File: config.mk
export PLATFORM = sky130hd
export DESIGN_NAME = seg7_result_display
export DESIGN_NICKNAME = d
export VERILOG_FILES = /design/src/rtl/seg7_pkg.sv /design/src/rtl/bin2bcd_seq.sv /design/src/rtl/seg7_result_display.sv
export SDC_FILE = /design/constraint.sdc
export NUM_CORES = 1
export LEC_CHECK = 0
export CAP_MARGIN = 20
export CELL_PAD_IN_SITES_DETAIL_PLACEMENT = 0
export CELL_PAD_IN_SITES_GLOBAL_PLACEMENT = 1
export CORE_MARGIN = 5
export CORE_UTILIZATION = 40
export DETAILED_ROUTE_END_ITERATION = 12
export HOLD_SLACK_MARGIN = 0.1
export PLACE_DENSITY = 0.8
export SLEW_MARGIN = 0
export SYNTH_ARGS = -nofsm -noshare
export SYNTH_HDL_FRONTEND = slang
export SYNTH_HIERARCHICAL = 1
export SYNTH_SLANG_ARGS = --single-unit
export TNS_END_PERCENT = 5
File: constraint.sdc
create_clock -name clk -period 2.54 [get_ports clk]
set_input_delay 0.635 -clock clk [delete_from_list [all_inputs] [get_ports clk]]
set_output_delay 0.635 -clock clk [all_outputs]
set_load 0.02 [all_outputs]
File: src/rtl/seg7_pkg.sv
// Shared types and constants for the 7-segment result display:
// converter FSM states, one-hot digit enables and the segment lookup.
package seg7_pkg;

    typedef enum logic {
        IDLE    = 1'b0,
        CONVERT = 1'b1
    } state_t;

    localparam logic [2:0] DIG_ONES  = 3'b001;
    localparam logic [2:0] DIG_TENS  = 3'b010;
    localparam logic [2:0] DIG_HUNDS = 3'b100;

    localparam logic [6:0] SEG_BLANK = 7'h00;

    // Segment order {g,f,e,d,c,b,a}, active-high.
    function automatic logic [6:0] seg7_decode(input logic [3:0] nibble);
        logic [6:0] seg;
        case (nibble)
            4'h0: seg = 7'h3F;
            4'h1: seg = 7'h06;
            4'h2: seg = 7'h5B;
            4'h3: seg = 7'h4F;
            4'h4: seg = 7'h66;
            4'h5: seg = 7'h6D;
            4'h6: seg = 7'h7D;
            4'h7: seg = 7'h07;
            4'h8: seg = 7'h7F;
            4'h9: seg = 7'h6F;
            4'hA: seg = 7'h77;
            4'hB: seg = 7'h7C;
            4'hC: seg = 7'h39;
            4'hD: seg = 7'h5E;
            4'hE: seg = 7'h79;
            4'hF: seg = 7'h71;
        endcase
        return seg;
    endfunction

endpackage

File: src/rtl/bin2bcd_seq.sv
// Sequential double-dabble: 8-bit binary to 3 BCD digits, one bit per clock.
// hex_mode bypasses the conversion and finishes after a single busy cycle.
module bin2bcd_seq
    import seg7_pkg::*;
(
    input  logic        clk,
    input  logic        reset,
    input  logic        start,
    input  logic        hex_mode,
    input  logic [7:0]  bin_in,
    output logic        busy,
    output logic        done,
    output logic [11:0] bcd_out
);

    state_t      state, state_next;
    logic [7:0]  bin_q;
    logic [11:0] bcd_q;
    logic [2:0]  bit_cnt;
    logic        hex_q;
    logic [11:0] bcd_adj;
    logic [19:0] shifted;
    logic        last;

    always_comb begin
        bcd_adj = bcd_q;
        for (int i = 0; i < 3; i++) begin
            if (bcd_q[i*4 +: 4] >= 4'd5) begin
                bcd_adj[i*4 +: 4] = bcd_q[i*4 +: 4] + 4'd3;
            end
        end
        shifted = {bcd_adj, bin_q} << 1;
    end

    assign last = (state == CONVERT) && (hex_q || (bit_cnt == 3'd7));

    always_ff @(posedge clk) begin
        if (reset) begin
            state <= IDLE;
        end else begin
            state <= state_next;
        end
    end

    // A start on the final cycle chains straight into the next conversion.
    always_comb begin
        state_next = state;
        case (state)
            IDLE:    if (start) state_next = CONVERT;
            CONVERT: if (last && !start) state_next = IDLE;
            default: state_next = IDLE;
        endcase
    end

    always_comb begin
        busy    = (state == CONVERT);
        done    = last;
        bcd_out = hex_q ? {4'h0, bin_q} : shifted[19:8];
    end

    always_ff @(posedge clk) begin
        if (reset) begin
            bin_q   <= '0;
            bcd_q   <= '0;
            bit_cnt <= '0;
            hex_q   <= 1'b0;
        end else if (start && ((state == IDLE) || last)) begin
            bin_q   <= bin_in;
            bcd_q   <= '0;
            bit_cnt <= '0;
            hex_q   <= hex_mode;
        end else if (state == CONVERT) begin
            bcd_q   <= shifted[19:8];
            bin_q   <= shifted[7:0];
            bit_cnt <= bit_cnt + 3'd1;
        end
    end

endmodule

File: src/rtl/seg7_result_display.sv
// Captures ALU results, converts them to BCD and multiplexes three digits onto one
// segment bus. Define SEG7_HEX_MODE_EN to add the hex_mode_in port and hex display.
module seg7_result_display
    import seg7_pkg::*;
#(
    parameter logic [15:0] DIGIT_PERIOD = 16'd10_000
) (
    input  logic       clk,
    input  logic       reset,
    input  logic [7:0] value_in,
    input  logic       zero_in,
`ifdef SEG7_HEX_MODE_EN
    input  logic       hex_mode_in,
`endif
    input  logic       load,
    output logic       busy,
    output logic [6:0] seg_out,
    output logic       dp_out,
    output logic [2:0] digit_sel
);

    logic        in_hex;
    logic        eng_busy;
    logic        eng_done;
    logic [11:0] eng_bcd;
    logic        accept;
    logic        start;
    logic [7:0]  start_value;
    logic        start_zero;
    logic        start_hex;

    logic        pend_valid;
    logic [7:0]  pend_value;
    logic        pend_zero;
    logic        pend_hex;
    logic        conv_zero;
    logic        conv_hex;

    logic [3:0]  disp_ones;
    logic [3:0]  disp_tens;
    logic [3:0]  disp_hunds;
    logic        disp_zero;
    logic        disp_hex;

    logic [15:0] refresh_cnt;
    logic [2:0]  cur_dig;
    logic [3:0]  nibble;
    logic        blank;
    logic [6:0]  seg_next;

`ifdef SEG7_HEX_MODE_EN
    assign in_hex = hex_mode_in;
`else
    assign in_hex = 1'b0;
`endif

    // A direct load always beats the pending slot, so a slot hit by a later load is dropped.
    assign accept      = !eng_busy || eng_done;
    assign start       = accept && (load || pend_valid);
    assign start_value = load ? value_in : pend_value;
    assign start_zero  = load ? zero_in  : pend_zero;
    assign start_hex   = load ? in_hex   : pend_hex;

    bin2bcd_seq u_bin2bcd (
        .clk      (clk),
        .reset    (reset),
        .start    (start),
        .hex_mode (start_hex),
        .bin_in   (start_value),
        .busy     (eng_busy),
        .done     (eng_done),
        .bcd_out  (eng_bcd)
    );

    assign busy = eng_busy;

    always_ff @(posedge clk) begin
        if (reset) begin
            pend_valid <= 1'b0;
            pend_value <= '0;
            pend_zero  <= 1'b0;
            pend_hex   <= 1'b0;
        end else if (load && !accept) begin
            pend_valid <= 1'b1;
            pend_value <= value_in;
            pend_zero  <= zero_in;
            pend_hex   <= in_hex;
        end else if (accept) begin
            pend_valid <= 1'b0;
        end
    end

    always_ff @(posedge clk) begin
        if (reset) begin
            conv_zero  <= 1'b0;
            conv_hex   <= 1'b0;
            disp_ones  <= '0;
            disp_tens  <= '0;
            disp_hunds <= '0;
            disp_zero  <= 1'b0;
            disp_hex   <= 1'b0;
        end else begin
            if (start) begin
                conv_zero <= start_zero;
                conv_hex  <= start_hex;
            end
            if (eng_done) begin
                disp_hunds <= eng_bcd[11:8];
                disp_tens  <= eng_bcd[7:4];
                disp_ones  <= eng_bcd[3:0];
                disp_zero  <= conv_zero;
                disp_hex   <= conv_hex;
            end
        end
    end

    always_comb begin
        nibble = disp_ones;
        blank  = 1'b0;
        case (cur_dig)
            DIG_TENS: begin
                nibble = disp_tens;
                blank  = !disp_hex && (disp_hunds == 4'd0) && (disp_tens == 4'd0);
            end
            DIG_HUNDS: begin
                nibble = disp_hunds;
                blank  = disp_hex || (disp_hunds == 4'd0);
            end
            default: ;
        endcase
        seg_next = blank ? SEG_BLANK : seg7_decode(nibble);
    end

    always_ff @(posedge clk) begin
        if (reset) begin
            refresh_cnt <= '0;
            cur_dig     <= DIG_ONES;
            digit_sel   <= '0;
            seg_out     <= SEG_BLANK;
            dp_out      <= 1'b0;
        end else begin
            digit_sel <= cur_dig;
            seg_out   <= seg_next;
            dp_out    <= (cur_dig == DIG_ONES) && disp_zero;
            if (refresh_cnt == DIGIT_PERIOD - 16'd1) begin
                refresh_cnt <= '0;
                case (cur_dig)
                    DIG_ONES: cur_dig <= DIG_TENS;
                    DIG_TENS: cur_dig <= DIG_HUNDS;
                    default:  cur_dig <= DIG_ONES;
                endcase
            end else begin
                refresh_cnt <= refresh_cnt + 16'd1;
            end
        end
    end

endmodule

==> impl_results.md, run 1 <==
* Htree depth at 3
* Crit share post-route at 92.28%
* Worst setup EP type: register
* Largest net degree at the start of global routing at 34
* Full die area at 12,180 um2
* Yosys cell types at 57
* CTS buffer count at 9
* Max Cap Viol at 0
* Vias in the first global route at 3,062
* Drt drc at 0
* Clock Latency Late Sink at 0.35 ns
* First-pass GRT wire length at 14,180 um
* Syn nets at 498
* Share of cells above drive strength 1 at 11.31%
* Synth cell count leaders: 79 x dfxtp_1, 71 x nor2_1, 33 x nand2_1
* Sequential cell area at 1582 um2
* Final nets at 518
* Synth Register Bits at 79
* Tot Pwr at 2.657 mW
* Top-count cell post-synth: dfxtp_1
* DP Area at 4393 um2
* Final Util at 46.98%
* Area Growth Syn to Fin at 14.50%
* Routed wire per std cell at 12.78 um
* Port bufs at 23
* Initial antenna violation count at 0
* Endpoints failing setup at 0
* Hold-fix buffers, CTS at 0
* Cell Area, Synth at 4029 um2
* Via-to-Cell Ratio at 5.111
* Yosys top cell by area: dfxtp_1
* CTS root buf: clkbuf_8
* CTS tree: done
* Via count at 3,210
* Crit path DAT at 2.62 ns
* Slew HR at 62.44%
* Slew Viols, Final at 0
* Top cells by area, synth: dfxtp_1 39%, nor2_1 6.6%, mux2i_1 6.5%
* N_diodes at 0
* Main synth FF type: dfxtp_1
* PwrDens at 576.0 nW/um2
* Syn avg cell area at 8.572 um2
* Post-synth EDFFs at 0
* Mapped Cells at 470
* Drt pass-1 iters at 5
* Fillers at 985
* Worst hold-check path type: reg -> reg
* Top-Level Pins at 24
* RSZ-0062 raised after global routing: no
* Yosys warns at 6
* Postcts setup bufs at 0
* Post-DP HPWL at 5663 um
* Top cell type's share of synthesized area at 39.25%
* Cell Rows at 36
* Initial core utilization at 41.03%
* Gp weighted congestion at 0.8036
* Peak supply drop at 0.2391 mV
* CTS max path bufs at 2
* Core area at 9819 um2
* Outcome: completed
* Worst-path clk slew at 0.09 ns
* Antenna viol nets, final at 0
* Post-synth ARST share at 0%
* CP startpoint kind: register
* Setup TNS at 0 ns
* Grt total ovfl at 0
* Chip width at 110.4 um
* DRT Wirelength at 8025 um
* Tmin final at 2.344 ns
* Die Span Y at 110.4 um
* Fmax at 426.6 MHz
* Hold Fails Final Rpt at 0
* Required @ worst endpoint at 2.81 ns
* Final instance area at 4613 um2
* Critical path class: reg -> reg
* Slew @ Worst Pin at 0.5626 ns
* Max FO, Critical Path at 17
* # clock sinks at 79
* DRT iter0 DRCs at 129
* Post-cts repair resize count at 0
* Leak at 1.702 nW
* Global Route Usage Sum at 14.49%
* Sequential share of the synthesized area at 39.25%
* Area of the multi-input gates at 2241 um2
* Clock skew at 0.008336 ns
-- worst max-delay path, cell delays in order, from the launching register on --
cell      delay, ns
dfxtp_1        0.68
nand2b_4       0.15
o22a_1         0.21
o221a_2        0.31
ha_1           0.27
mux2_2         0.27
or3_1          0.30
o31ai_1        0.07
-- logic make-up (layout without fill, tap and decap cells) --
kind of cell               Yosys count  count (layout)  share of synthesized area [%]
AOI/OAI and AO/OA                   91              91                          15.34
xor gates and xnor gates            18              18                          3.913
adders and majority gates           16              16                          4.969
buffers and inverters               45              70                          5.124
DFF                                 79              79                          39.25
muxes                               37              37                          9.534
other                                1               1                        0.09308
and+or+nand+nor                    183             183                          21.77
-- stage by stage --
stage | cells | hold WS (ns) | worst slack (ns)
after floorplan | 470 | 0.4175 | 0.2769
after global placement | 612 | 0.4316 | 0.1915
after detailed placement | 612 | 0.4384 | 0.1133
after CTS | 628 | 0.4574 | 0.1872
after global routing | 628 | 0.4766 | 0.05735
final | 628 | 0.4543 | 0.1961
-- report_power, final --
part,switching (mW),internal (mW)
registers,0.0276,1.28
clock network,0.470,0.559
logic,0.184,0.139
-- final timing paths --
path                              startpoint                         end  slack, ns  cells after the start
setup / recovery     cur_dig[1]$_SDFFE_PP0N_       seg_out[3]$_SDFF_PP0_       0.20                      7
hold / removal    pend_value[4]$_SDFFE_PP0P_  pend_value[4]$_SDFFE_PP0P_       0.45                      2
setup reg to reg     cur_dig[1]$_SDFFE_PP0N_       seg_out[3]$_SDFF_PP0_       0.20                      7
hold reg to reg   pend_value[4]$_SDFFE_PP0P_  pend_value[4]$_SDFFE_PP0P_       0.45                      2
-- area by class of cell --
| class | instances | area share (%) |
|---|---|---|
| sequential | 79 | 34.28 |
| clock buffer | 10 | 2.766 |
| inverter | 19 | 1.546 |
| clock inverter | 6 | 2.007 |
| timing repair buffer | 35 | 7.215 |
| multi-input combinational | 346 | 48.58 |
| tap | 133 | 3.607 |
-- cells in the final DEF (no fill, tap or decap), types with 15 or more instances in the layout --
master / Yosys / layout
ha_1: 16 / 16
dfxtp_1: 79 / 79
a21oi_1: 28 / 28
nand2_1: 33 / 33
nor2_1: 71 / 71
nor3_1: 15 / 15
inv_1: 18 / 18
o21ai_0: 20 / 20
mux2i_1: 26 / 26
nand3_1: 19 / 19
clkdlybuf4s50_1: 0 / 23
-- flip-flops by register name, summed over array words and instances (netlist names), 4 cells and up --
name	count
pend_value	8
disp_ones	4
disp_hunds	4
u_bin2bcd/bcd_q	12
disp_tens	4
seg_out	7
u_bin2bcd/bin_q	8
refresh_cnt	16
-- per-layer routing --
layer	vias to the layer above	share of wire (%)	wire (um)	track usage, %
met3	11	3.0	244	2.737
met1	1477	49	3913	19.62
met4	0	1.5	121	6.157
met5	-	0	0	0
met2	45	47	3746	22.57
li1	1677	-	-	-
(Power assumes the default switching activity.)
==> inputs of run 2 (changes only) <==
CORE_UTILIZATION = 30   (was 40)
PLACE_DENSITY = 0.65   (was 0.8)
clock period = 2.3 ns   (was 2.54 ns; I/O delays follow)
==> run 2 against run 1 <==
Effect of this change: setup slack gained 0.0079 ns; clock power grew 53%; die area grew 30%; critical path depth grew 3; core utilization shrank 10 points; count of clock-buffer cells in the layout grew 2; first-iteration DRC count grew 37%; register-to-register slack is essentially flat; cell area grew 4.6%; final cell count grew 8.0%; non-clock buffer count grew 7; largest cell class unchanged.
==> impl_results.md, run 2 (same netlist as run 1, synthesis figures left out) <==
* Outcome: completed (unchanged)
* Chip width at 125.9 um (was 110.4 um)
* Worst-path cell chain: ha_1 -> ha_1 -> nor2_1 -> nor2_1 -> nor2b_1 -> nor2_1 -> buf_4 -> mux2_2 -> a32oi_1 -> o32ai_2 (was nand2b_4 -> o22a_1 -> o221a_2 -> ha_1 -> mux2_2 -> or3_1 -> o31ai_1)
* CTS tree: done (unchanged)
* PwrDens at 702.1 nW/um2 (was 576.0 nW/um2)
* CTS buffer count at 9 (unchanged)
* Post-DP HPWL at 6375 um (was 5663 um)
* Met1 WL at 4490 um (was 3913 um)
* Die Span Y at 125.9 um (was 110.4 um)
* Cell Rows at 42 (was 36)
* Full die area at 15,850 um2 (was 12,180 um2)
* DR WL met3 at 215 um (was 244 um)
* Max FFs per register at 16 (unchanged)
* Gp weighted congestion at 0.7795 (was 0.8036)
* Worst hold-check path type: reg -> reg (unchanged)
* Worst-path clk slew at 0.06 ns (was 0.09 ns)
* CTS max path bufs at 2 (unchanged)
* Critical path class: reg -> reg (unchanged)
* Share of cells above drive strength 1 at 13.15% (was 11.31%)
* DRT iter0 DRCs at 177 (was 129)
* Core area at 13,190 um2 (was 9819 um2)
* Sequential cell area at 1584 um2 (was 1582 um2)
* Crit path DAT at 2.30 ns (was 2.62 ns)
* CTS root buf: clkbuf_16 (was clkbuf_8)
* Layout Cells excl Fill at 678 (was 628)
* Drt drc at 0 (unchanged)
* Fmax at 477.1 MHz (was 426.6 MHz)
* Pre-CTS WS at -0.04974 ns (was 0.1133 ns)
* Via-to-Cell Ratio at 4.748 (was 5.111)
* Grt total ovfl at 0 (unchanged)
* Biggest registers after layout: refresh_cnt (16), u_bin2bcd/bcd_q (12) (unchanged)
* Port bufs at 23 (unchanged)
* DRT Wirelength at 8879 um (was 8025 um)
* Area Growth Syn to Fin at 19.75% (was 14.50%)
* Initial core utilization at 30.54% (was 41.03%)
* Routed wire per std cell at 13.10 um (was 12.78 um)
* CP startpoint kind: register (unchanged)
* Final nets at 525 (was 518)
* Hold Fails Final Rpt at 0 (unchanged)
* Vias in the first global route at 3,192 (was 3,062)
* Endpoints failing setup at 0 (unchanged)
* Crit share post-route at 91.13% (was 92.28%)
* Clock Latency Late Sink at 0.33 ns (was 0.35 ns)
* Tmin final at 2.096 ns (was 2.344 ns)
* Worst setup EP type: register (unchanged)
* Reg with most FFs: refresh_cnt (unchanged)
* Commonest non-fill, non-tap cell in the layout: dfxtp_1 (unchanged)
* Most frequent cells in the layout: 77 x dfxtp_1, 70 x nor2_1, 33 x nand2_1, 28 x a21oi_1, 26 x mux2i_1 (was 79 x dfxtp_1, 71 x nor2_1, 33 x nand2_1, 28 x a21oi_1, 26 x mux2i_1)
* Initial antenna violation count at 0 (unchanged)
* Drt pass-1 iters at 4 (was 5)
* Area of the multi-input gates at 2243 um2 (was 2241 um2)
* Clock skew at 0.007503 ns (was 0.008336 ns)
* Global Route Usage Sum at 11.36% (was 14.49%)
* Leak at 1.787 nW (was 1.702 nW)
* First-pass GRT wire length at 15,020 um (was 14,180 um)
* RSZ-0062 raised after global routing: no (unchanged)
* Fillers at 1,350 (was 985)
* Slew Viols, Final at 0 (unchanged)
* Inst Count DP at 662 (was 612)
* N_diodes at 0 (unchanged)
* Peak supply drop at 0.3408 mV (was 0.2391 mV)
* Required @ worst endpoint at 2.51 ns (was 2.81 ns)
* Htree depth at 3 (unchanged)
* Worst setup margin at 0.2040 ns (was 0.1961 ns)
* Max FO, Critical Path at 13 (was 17)
* Hold-fix buffers, CTS at 0 (unchanged)
* Metal2 WL at 3998 um (was 3746 um)
* # clock sinks at 79 (unchanged)
* Most frequent CP cell: nor2_1
* Worst path slowest cell: dfxtp_1 (unchanged)
* CP max stage delay at 0.35 ns (was 0.68 ns)
* Via count at 3,219 (was 3,210)
* Largest net degree at the start of global routing at 25 (was 34)
* Top-Level Pins at 24 (unchanged)
* Antenna viol nets, final at 0 (unchanged)
* Postcts setup bufs at 0 (unchanged)
* Top Layer Used: met4 (unchanged)
* Max Cap Viol at 0 (unchanged)
## run 2: path summary, 6_finish.rpt
kind | cells after the start | endpoint | startpoint | slack (ns)
setup / recovery | 10 | u_bin2bcd/bin_q[5]$_SDFFE_PP0P_ | u_bin2bcd/bit_cnt[0]$_SDFFE_PP0P_ | 0.20
hold / removal | 1 | refresh_cnt[0]$_SDFF_PP0_ | refresh_cnt[0]$_SDFF_PP0_ | 0.44
setup reg to reg | 10 | u_bin2bcd/bin_q[5]$_SDFFE_PP0P_ | u_bin2bcd/bit_cnt[0]$_SDFFE_PP0P_ | 0.20
hold reg to reg | 1 | refresh_cnt[0]$_SDFF_PP0_ | refresh_cnt[0]$_SDFF_PP0_ | 0.44
## run 2: metal layers
metal  vias to the layer above  track usage (%)
li1                       1693                -
met1                      1486            14.69
met2                        30            18.34
met3                        10            2.413
met4                         0            4.858
met5                         -                0
## run 2: power by group
part	switching [mW]	internal (mW)	total [mW]
sequential	0.0305	1.41	1.44
combinational	0.210	0.154	0.364
clock	0.565	1.01	1.58
## run 2: through the flow
step | hold WS [ns] | area [um2] | utilization (%) | setup TNS, ns | power (mW)
2_1_floorplan | 0.4175 | 4029 | - | 0 | 1.727
3_3_place_gp | 0.4282 | 4487 | 34.02 | -0.006835 | 1.836
3_5_place_dp | 0.4403 | 4487 | 34.02 | -0.1722 | 1.839
4_1_cts | 0.4492 | 4820 | 36.54 | 0 | 3.435
5_1_grt | 0.4632 | 4825 | 36.58 | 0 | 3.547
6_report | 0.4419 | 4825 | 36.58 | 0 | 3.387
## run 2: final cells by class
type	instances	share of cell area (%)
Multi-Input combinational cell	346	46.50
Clock buffer	12	5.316
Tap cell	176	4.564
Clock inverter	4	1.582
Inverter	19	1.478
Sequential cell	79	32.83
Timing Repair Buffer	42	7.728
## run 2: timing repair
action	in CTS	in global routing
setup endpoints to repair	0	3
endpoints found under the hold margin	0	0
gates resized for setup	0	3
## run 2: worst max-delay path, delay by kind of cell, from the launching register on
| kind | cells | cell delay, ns |
|---|---|---|
| AOI/OAI and AO/OA | 2 | 0.29 |
| adders and majority gates | 2 | 0.37 |
| buffers and inverters | 1 | 0.21 |
| DFF | 1 | 0.35 |
| muxes | 1 | 0.35 |
| and+or+nand+nor | 4 | 0.40 |
==> RTL edit (settings of run 1) <==
Build with the macro `SEG7_HEX_MODE_EN` defined.
--- a/src/rtl/seg7_result_display.sv
+++ b/src/rtl/seg7_result_display.sv
@@ -1,5 +1,7 @@
 // Captures ALU results, converts them to BCD and multiplexes three digits onto one
 // segment bus. Define SEG7_HEX_MODE_EN to add the hex_mode_in port and hex display.
+`define SEG7_HEX_MODE_EN
+
 module seg7_result_display
     import seg7_pkg::*;
 #(
Ports: changed (added hex_mode_in); port bits go from 24 to 25. No check against the original RTL was run, so the function may have changed too.
==> RTL edit against run 1 <==
Design area up 3.8%. Synthesized cell count up 2.1%. Sequential power up 4%. Count of clock-buffer cells in the layout down 1. Maximum frequency up 3.5%. Global-route usage down 0.14 points. Routed wire length up 9.5%. Area after synthesis up 4.9%. Largest power group unchanged. Total power down 1.6%. Clock skew up 5.6 ps. Sequential cell count up 3. Setup slack better by 80 ps. Largest cell class unchanged.
==> RTL edit: results (changes against run 1) <==
* Post-Place Setup Slack at 180.4 ps (+67.08 ps)
* Reg2reg path depth at 8 (+1)
* Setup Skew at 13.98 ps (+5.647 ps)
* Main area contributors after synthesis: dfxtp_1, mux2i_1, nor2_1, ha_1, a21oi_1
* Crit path to: seg_out[6]
* Metal-1 WL at 4095 um (+4.7%)
* Worst Slack Setup Final at 276.2 ps (+80.08 ps)
* Routed wl met2 at 4153 um (+11%)
* Worst vdd rail ir drop at 0.0002824 V (+18%)
* Post-Syn Instances at 480 (+2.1%)
* Nets at 533 (+2.9%)
* Adder-cell share of the synthesized area at 0.04737 (-0.002324)
* Power in sequential cells at 0.00136 W (+4%)
* Hold Startpoint: refresh_cnt[0]
* Comb power at 0.000327 W (+2%)
* Vias per cell at 5.147 (+0.70%)
* Vias in the first global route at 3,225 (+5.3%)
* Synth top cells by count: dfxtp_1, nor2_1, nand2_1, a21oi_1, mux2i_1
* Global-route wire length before repair at 14,960 um (+5.5%)
* Cell variety after synth at 63 (+11%)
* DRT Pass-1 Iters at 4 (-1)
* WS Path Type: reg2reg
* Hold path depth at 1 (-1)
* Syn Nets at 509 (+2.2%)
* CP delay by family, top: compound AO/OA/AOI/OAI gates
* Vias at 3,320 (+3.4%)
* Worst hold endpoint: refresh_cnt[0]
* GR Layer Usage met1 at 0.1771 (-0.01904)
* Status: completed
* DP HPWL at 6329 um (+12%)
* CP max stage delay at 590 ps (-90 ps)
* Fillers at 1,002 (+1.7%)
* DR iter-0 viols at 150 (+16%)
* Area after DPL at 0.004593 mm^2 (+4.6%)
* Slew HR at 0.6225 (-0.001910)
* WL met3 at 337 um (+38%)
* Compound-cell area share of the yosys netlist at 0.1572 (+0.003777)
* Fraction of layout cells with a size suffix above 1 at 0.1316 (+0.01850)
* GPL Wtd Cong at 0.8347 (+3.9%)
* Static leakage at 1.773 nW (+4.1%)
* Overall Global Routing Usage at 0.1435 (-0.001424)
* Switching power at 0.0006938 W (+1.8%)
* CP arrival at 2530 ps (-90 ps)
* Register area share after synthesis at 0.3884 (-0.004151)
* Cells after DPL at 629 (+2.8%)
* Min Hold Slack at 453.2 ps (-1.098 ps)
## RTL edit: cell count changes after synthesis, moves of 4 or more
cell      change
o21ai_0       -4
nand3_1       +5
nor3b_1       +4
a221oi_2      +4
## RTL edit: cell families after synthesis
kind of cell | after synthesis
simple gates | 186
compound gates | 94
flops | 82
buf+inv | 43
mux | 40
xor+xnor | 19
fa+ha+maj | 16
## RTL edit: final cells by class
type / instances / area [um^2] / share of cell area
Clock inverter: 7 / 68.82 / 0.01437
Clock buffer: 9 / 123.9 / 0.02587
Inverter: 18 / 67.56 / 0.01411
Timing Repair Buffer: 38 / 357.8 / 0.07473
Sequential cell: 82 / 1642 / 0.3428
Tap cell: 136 / 170.2 / 0.03554
Multi-Input combinational cell: 355 / 2359 / 0.4926
## RTL edit: timing repair
item / CTS / global route
setup endpoints to repair: 0 / 2
endpoints found under the hold margin: 0 / 0
resized for setup: 0 / 1
